### src/rtl/codec_pkg.sv
// Shared constants and types for the codec serial front end.
// Pure declarations: no latency, no backpressure.
package codec_pkg;

  localparam int CNT_W    = 10;
  localparam int SAMPLE_W = 16;
  localparam int FRAME_W  = 2 * SAMPLE_W;

  localparam logic [CNT_W-1:0] CNT_RST   = 10'h200;
  localparam logic [CNT_W-1:0] VALID_CNT = 10'h3F0;
  localparam logic [CNT_W-1:0] LOAD_CNT  = 10'h3FF;

  localparam logic [4:0] RX_SAMPLE_PH = 5'h0F;
  localparam logic [4:0] TX_SHIFT_PH  = 5'h1F;

  // HOLD keeps the codec in reset and the receiver unprimed until the first frame wrap
  typedef enum logic {
    ST_HOLD = 1'b0,
    ST_RUN  = 1'b1
  } link_st_t;

endpackage

### src/rtl/codec_if.sv
// Codec pins plus the parallel sample bus toward the equalizer datapath.
// Wires only: no latency, no backpressure.
interface codec_if;
  import codec_pkg::*;

  logic                MCLK;
  logic                SCL;
  logic                LRCLK;
  logic                RSTn;
  logic                SDin;
  logic                SDout;
  logic [SAMPLE_W-1:0] lft_in;
  logic [SAMPLE_W-1:0] rht_in;
  logic                valid;
  logic [SAMPLE_W-1:0] lft_out;
  logic [SAMPLE_W-1:0] rht_out;

  modport master (
    output MCLK, SCL, LRCLK, RSTn, SDin, lft_in, rht_in, valid,
    input  SDout, lft_out, rht_out
  );

  modport slave (
    input  MCLK, SCL, LRCLK, RSTn, SDin, lft_in, rht_in, valid,
    output SDout, lft_out, rht_out
  );

endinterface

### src/rtl/codec_shreg.sv
// 32-bit shift register, parallel load over MSB-first shift; serial out is q[31].
// One clk per load/shift, no backpressure.
module codec_shreg
  import codec_pkg::*;
(
  input  logic               clk,
  input  logic               rst_n,
  input  logic               ld,
  input  logic [FRAME_W-1:0] ld_dat,
  input  logic               shift,
  input  logic               sin,
  output logic [FRAME_W-1:0] q
);

  always_ff @(posedge clk or negedge rst_n) begin
    if (!rst_n) begin
      q <= '0;
    end else if (ld) begin
      q <= ld_dat;
    end else if (shift) begin
      q <= {q[FRAME_W-2:0], sin};
    end
  end

endmodule

### src/rtl/codec_intf.sv
// Codec clock/reset generation, SDout deserializer and SDin serializer off one frame counter.
// ADC data + valid 2 clks after last right bit; DAC frame one frame after load; no backpressure.
module codec_intf
  import codec_pkg::*;
(
  input  logic    clk,
  input  logic    RST_n,
  codec_if.master bus
);

  logic [CNT_W-1:0]   cnt;
  link_st_t           state_q;
  link_st_t           state_d;
  logic               primed;
  logic               rx_shift;
  logic               tx_shift;
  logic               tx_load;
  logic [FRAME_W-1:0] rx_sr;
  logic [FRAME_W-1:0] tx_sr;
  logic [FRAME_W-1:0] tx_ld_dat;
  logic               tx_msb;
  logic [FRAME_W-2:0] tx_unused;
  logic [SAMPLE_W-1:0] lft_q;
  logic [SAMPLE_W-1:0] rht_q;
  logic               valid_q;

  // All codec clocks are counter bits, so they come straight off flops
  always_ff @(posedge clk or negedge RST_n) begin
    if (!RST_n) begin
      cnt <= CNT_RST;
    end else begin
      cnt <= cnt + 1'b1;
    end
  end

  always_ff @(posedge clk or negedge RST_n) begin
    if (!RST_n) begin
      state_q <= ST_HOLD;
    end else begin
      state_q <= state_d;
    end
  end

  always_comb begin
    state_d = state_q;
    case (state_q)
      ST_HOLD: if (cnt == LOAD_CNT) state_d = ST_RUN;
      ST_RUN:  state_d = ST_RUN;
    endcase
  end

  // The first frame after reset starts mid-stream; priming on the wrap discards it
  assign primed = (state_q == ST_RUN);

  assign rx_shift  = (cnt[4:0] == RX_SAMPLE_PH);
  assign tx_shift  = (cnt[4:0] == TX_SHIFT_PH);
  assign tx_load   = (cnt == LOAD_CNT);
  assign tx_ld_dat = {bus.lft_out, bus.rht_out};

  codec_shreg u_rx (
    .clk    (clk),
    .rst_n  (RST_n),
    .ld     (1'b0),
    .ld_dat ({FRAME_W{1'b0}}),
    .shift  (rx_shift),
    .sin    (bus.SDout),
    .q      (rx_sr)
  );

  codec_shreg u_tx (
    .clk    (clk),
    .rst_n  (RST_n),
    .ld     (tx_load),
    .ld_dat (tx_ld_dat),
    .shift  (tx_shift),
    .sin    (1'b0),
    .q      (tx_sr)
  );

  assign {tx_msb, tx_unused} = tx_sr;

  always_ff @(posedge clk or negedge RST_n) begin
    if (!RST_n) begin
      lft_q   <= '0;
      rht_q   <= '0;
      valid_q <= 1'b0;
    end else begin
      valid_q <= 1'b0;
      if ((cnt == VALID_CNT) && primed) begin
        lft_q   <= rx_sr[FRAME_W-1:SAMPLE_W];
        rht_q   <= rx_sr[SAMPLE_W-1:0];
        valid_q <= 1'b1;
      end
    end
  end

  assign bus.MCLK   = cnt[1];
  assign bus.SCL    = cnt[4];
  assign bus.LRCLK  = cnt[9];
  assign bus.RSTn   = primed;
  assign bus.SDin   = tx_msb;
  assign bus.lft_in = lft_q;
  assign bus.rht_in = rht_q;
  assign bus.valid  = valid_q;

endmodule

### src/flat_wrapper.sv
// flat-port wrapper written by rule: the top's interface ports become plain ports
module codec_intf_flat import codec_pkg::*;
  (clk, RST_n, bus_MCLK, bus_SCL, bus_LRCLK, bus_RSTn, bus_SDin, bus_lft_in, bus_rht_in, bus_valid, bus_SDout, bus_lft_out, bus_rht_out);
  codec_if bus_i ();
  input  logic clk;
  input  logic RST_n;
  output wire logic [$bits(bus_i.MCLK)-1:0] bus_MCLK;
  output wire logic [$bits(bus_i.SCL)-1:0] bus_SCL;
  output wire logic [$bits(bus_i.LRCLK)-1:0] bus_LRCLK;
  output wire logic [$bits(bus_i.RSTn)-1:0] bus_RSTn;
  output wire logic [$bits(bus_i.SDin)-1:0] bus_SDin;
  output wire logic [$bits(bus_i.lft_in)-1:0] bus_lft_in;
  output wire logic [$bits(bus_i.rht_in)-1:0] bus_rht_in;
  output wire logic [$bits(bus_i.valid)-1:0] bus_valid;
  input wire logic [$bits(bus_i.SDout)-1:0] bus_SDout;
  input wire logic [$bits(bus_i.lft_out)-1:0] bus_lft_out;
  input wire logic [$bits(bus_i.rht_out)-1:0] bus_rht_out;
  assign bus_MCLK = bus_i.MCLK;
  assign bus_SCL = bus_i.SCL;
  assign bus_LRCLK = bus_i.LRCLK;
  assign bus_RSTn = bus_i.RSTn;
  assign bus_SDin = bus_i.SDin;
  assign bus_lft_in = bus_i.lft_in;
  assign bus_rht_in = bus_i.rht_in;
  assign bus_valid = bus_i.valid;
  assign bus_i.SDout = bus_SDout;
  assign bus_i.lft_out = bus_lft_out;
  assign bus_i.rht_out = bus_rht_out;
  codec_intf u_core (.clk(clk), .RST_n(RST_n), .bus(bus_i));
endmodule
### config.mk
export PLATFORM = sky130hd
export DESIGN_NAME = codec_intf_flat
export DESIGN_NICKNAME = d
export VERILOG_FILES = /design/src/rtl/codec_pkg.sv /design/src/rtl/codec_if.sv /design/src/rtl/codec_shreg.sv /design/src/rtl/codec_intf.sv /design/src/flat_wrapper.sv
export SDC_FILE = /design/constraint.sdc
export NUM_CORES = 1
export LEC_CHECK = 0
export CAP_MARGIN = 20
export CORE_MARGIN = 2
export CORE_UTILIZATION = 53
export DETAILED_ROUTE_END_ITERATION = 8
export HOLD_SLACK_MARGIN = 0.06
export MAX_ROUTING_LAYER = met4
export PLACE_DENSITY_LB_ADDON = 0.15
export SLEW_MARGIN = 20
export SYNTH_ARGS = -nofsm -noshare
export SYNTH_HDL_FRONTEND = slang
export SYNTH_SLANG_ARGS = --single-unit
export TNS_END_PERCENT = 30
### constraint.sdc
create_clock -name clk -period 3.3 [get_ports clk]
set_clock_uncertainty 0.15 [all_clocks]
set_input_delay 0.825 -clock clk [delete_from_list [all_inputs] [get_ports clk]]
set_output_delay 0.825 -clock clk [all_outputs]
set_load 0.01 [all_outputs]
==> impl_metrics.ini <==
[placed_design]
dp.cells = 453
hpwl_mm = 4.73
dpl_cell_area_mm2 = 0.00541
dp_worst_setup_slack_ns = 0.878
portBuffers = 72
place_congestion = 0.795

[setup_path]
crit_buf_inv = 1
critPathMaxFanout = 4
cp_top_family = flip-flops
critical_path_class = reg -> out
critPathCaptureType = output pin
cp.arrival_ns = 1.50
cp.required_ns = 2.32
crit_chain = clkdlybuf4s50_1
critPathSlowestCell = dfstp_2
start_kind = register
cp_slowest_stage_delay_ns = 0.59

[grt]
grt_pass1_wl_mm = 12.3
gr-total-overflow = 0
grtUsageTotal_pct = 16.6
grt_start_max_net_pins = 57
grt_pass1_vias = 2522
antenna_found_initial = 0

[route]
drtAntennaViolNets = 0
avgViaCountPerCell = 5.18
drt_wl_total_mm = 6.99
firstDrtPassIters = 4
drtIter0Drc = 74
wl_per_cell_um = 14.9
drc_errors = 0
vias = 2430

[pwr]
powerDensity_mw_per_mm2 = 404
leakage_uw = 0.00268
peakVddDrop_uv = 263

[synth]
synth_warnings = 0
seq_area_frac_synth_pct = 58.8
synth_top_family_by_area = multiplexers
synthXorXnorAreaFrac_pct = 1.33
netlist-cell-type-count = 26
syn-instance-count = 284
synth.area.top_cells = dfrtp_1, mux2_2, mux2_4
synth_nets = 323
ys_ff_latch = 108
synth_adder_area_share_pct = 1.09
synthSimpleGateAreaFrac_pct = 2.96
avgSynthCellArea_um2 = 16.2
synth.top_cell.area_share_pct = 58.2
syn_area_mm2 = 0.00460
synth.area.mux_share_pct = 33.5
yosys.area.top_type = dfrtp_1
synth_compound_area_share_pct = 0

[timing]
finalSetupViolations = 0
fmax_mhz = 404
setup_ws_ns = 0.825
slew_headroom_pct = 46.5
rsz0062_at_grt = no
tns_ns = 0
slew_violations = 0
finalCritPeriodShare_pct = 75.0
hold_violations = 0
tightest_slew_ns = 0.801
min_period_ns = 2.47

[final_layout]
final_layout_size_suffix_gt1_share_pct = 40.1
diodes = 0
synthToLayoutAreaGrowth_pct = 22.0
instances_no_fill = 469
fin_area_mm2 = 0.00561
fin_nets = 398

[die]
core_area_mm2 = 0.00830
die_y_um = 97.2
row_count = 33
die_area_mm2 = 0.00944
start_util_pct = 55.4
ios = 73
die_w_um = 97.2

[clock_network]
htreeDepth = 3
clock_sinks = 108
numCtsBuffers = 9
clk_latency_ns = 0.36
clk_pin_slew_ns = 0.09
cts_tree = done
clock_path_buffers = 2
post_cts_buffers = 0
postCtsHoldBufs = 0
cts-root-buf = clkbuf_8
ctsResizeCount = 0

[status]
status = finished, final reports clean

[hold_path]
holdCritPathClass = in -> async

[job]
cap_viol_max_count = 0
-- state kept, by name (all words and copies together) (netlist names) --
register and cells:
u_core.bus.lft_in 16, u_core.u_rx.q 32, u_core.bus.RSTn 1, u_core.u_tx.q 32, u_core.cnt 10, u_core.bus.valid 1
u_core.bus.rht_in 16
-- metrics by stage --
stage                     hold slack [ns]  util, %  total power [uW]
after floorplan                     0.310        -              1420
after global placement              0.332     65.2              1500
after detailed placement            0.338     65.2              1500
after CTS                           0.356     67.6              2300
after global routing                0.377     67.6              2380
final                               0.351     67.6              2270
-- final timing paths --
kind	from	endpoint	slack (ns)	depth (start not counted)
worst max register to register	u_core.cnt[1]	u_core.u_tx.q[31]	0.90	6
worst min register to register	u_core.cnt[8]	u_core.cnt[8]	0.35	1
min in group clk	u_core.cnt[8]	u_core.cnt[8]	0.35	1
worst min-delay path	RST_n	u_core.bus.rht_in[7]	0.35	1
max in group asynchronous	RST_n	u_core.bus.rht_in[13]	1.87	2
worst max-delay path	u_core.cnt[9]	bus_LRCLK	0.83	1
-- synth_stat cells (all sizes together) --
| library cell | n |
|---|---|
| and3 | 2 |
| dfstp | 1 |
| ha | 4 |
| nand2b | 1 |
| and4 | 1 |
| mux2 | 127 |
| nand2 | 2 |
| clkbuf | 2 |
| nor2b | 1 |
| nand4 | 7 |
| nor2 | 1 |
| xnor2 | 5 |
| nor4 | 1 |
| nand3 | 1 |
| inv | 4 |
| buf | 13 |
| dfrtp | 107 |
| nand4bb | 1 |
| xor2 | 2 |
| nor3 | 1 |
-- power by group --
part | total [uW] | internal [uW] | switching (uW)
clock | 798 | 393 | 405
sequential | 1350 | 1340 | 9.74
combinational | 118 | 75.8 | 42.1
total | 2270 | 1810 | 457
-- cell usage in the layout (no fill, tap or decap), types with 2 or more instances in the layout --
cell             netlist  layout
dfrtp_1              107     107
xor2_1                 2       2
mux2_1                 5       5
and3_1                 2       2
inv_1                  4       4
nand4_1                6       6
mux2_4                29      29
ha_1                   4       4
clkdlybuf4s50_1        0      71
buf_4                  4       8
xnor2_1                5       5
mux2_2                93      93
clkbuf_1               2       3
clkbuf_8               0      11
nand2_1                2       2
-- cell type report --
class / count / area [um2]
inverter: 4 / 15.0
clock buffer: 14 / 163
clock inverter: 2 / 35.0
sequential: 108 / 2700
fill: 609 / 2690
multi-input combinational: 157 / 1790
tap: 105 / 131
timing repair buffer: 79 / 771
-- cells by family after synthesis --
kind of cell / Yosys count
flops: 108
mux: 127
xor+xnor: 7
simple gates: 19
buf+inv: 19
fa+ha+maj: 4
-- per-layer routing --
metal | global-route usage [%] | wire, um | up-vias | part of all wire, %
met5 | - | 0 | - | 0
met4 | 3.79 | 36 | 0 | 0.52
met3 | 6.04 | 307 | 7 | 4.4
met2 | 25.1 | 3390 | 57 | 48
met1 | 21.8 | 3260 | 1212 | 47
li1 | - | - | 1154 | -
(Power assumes the default switching activity.)
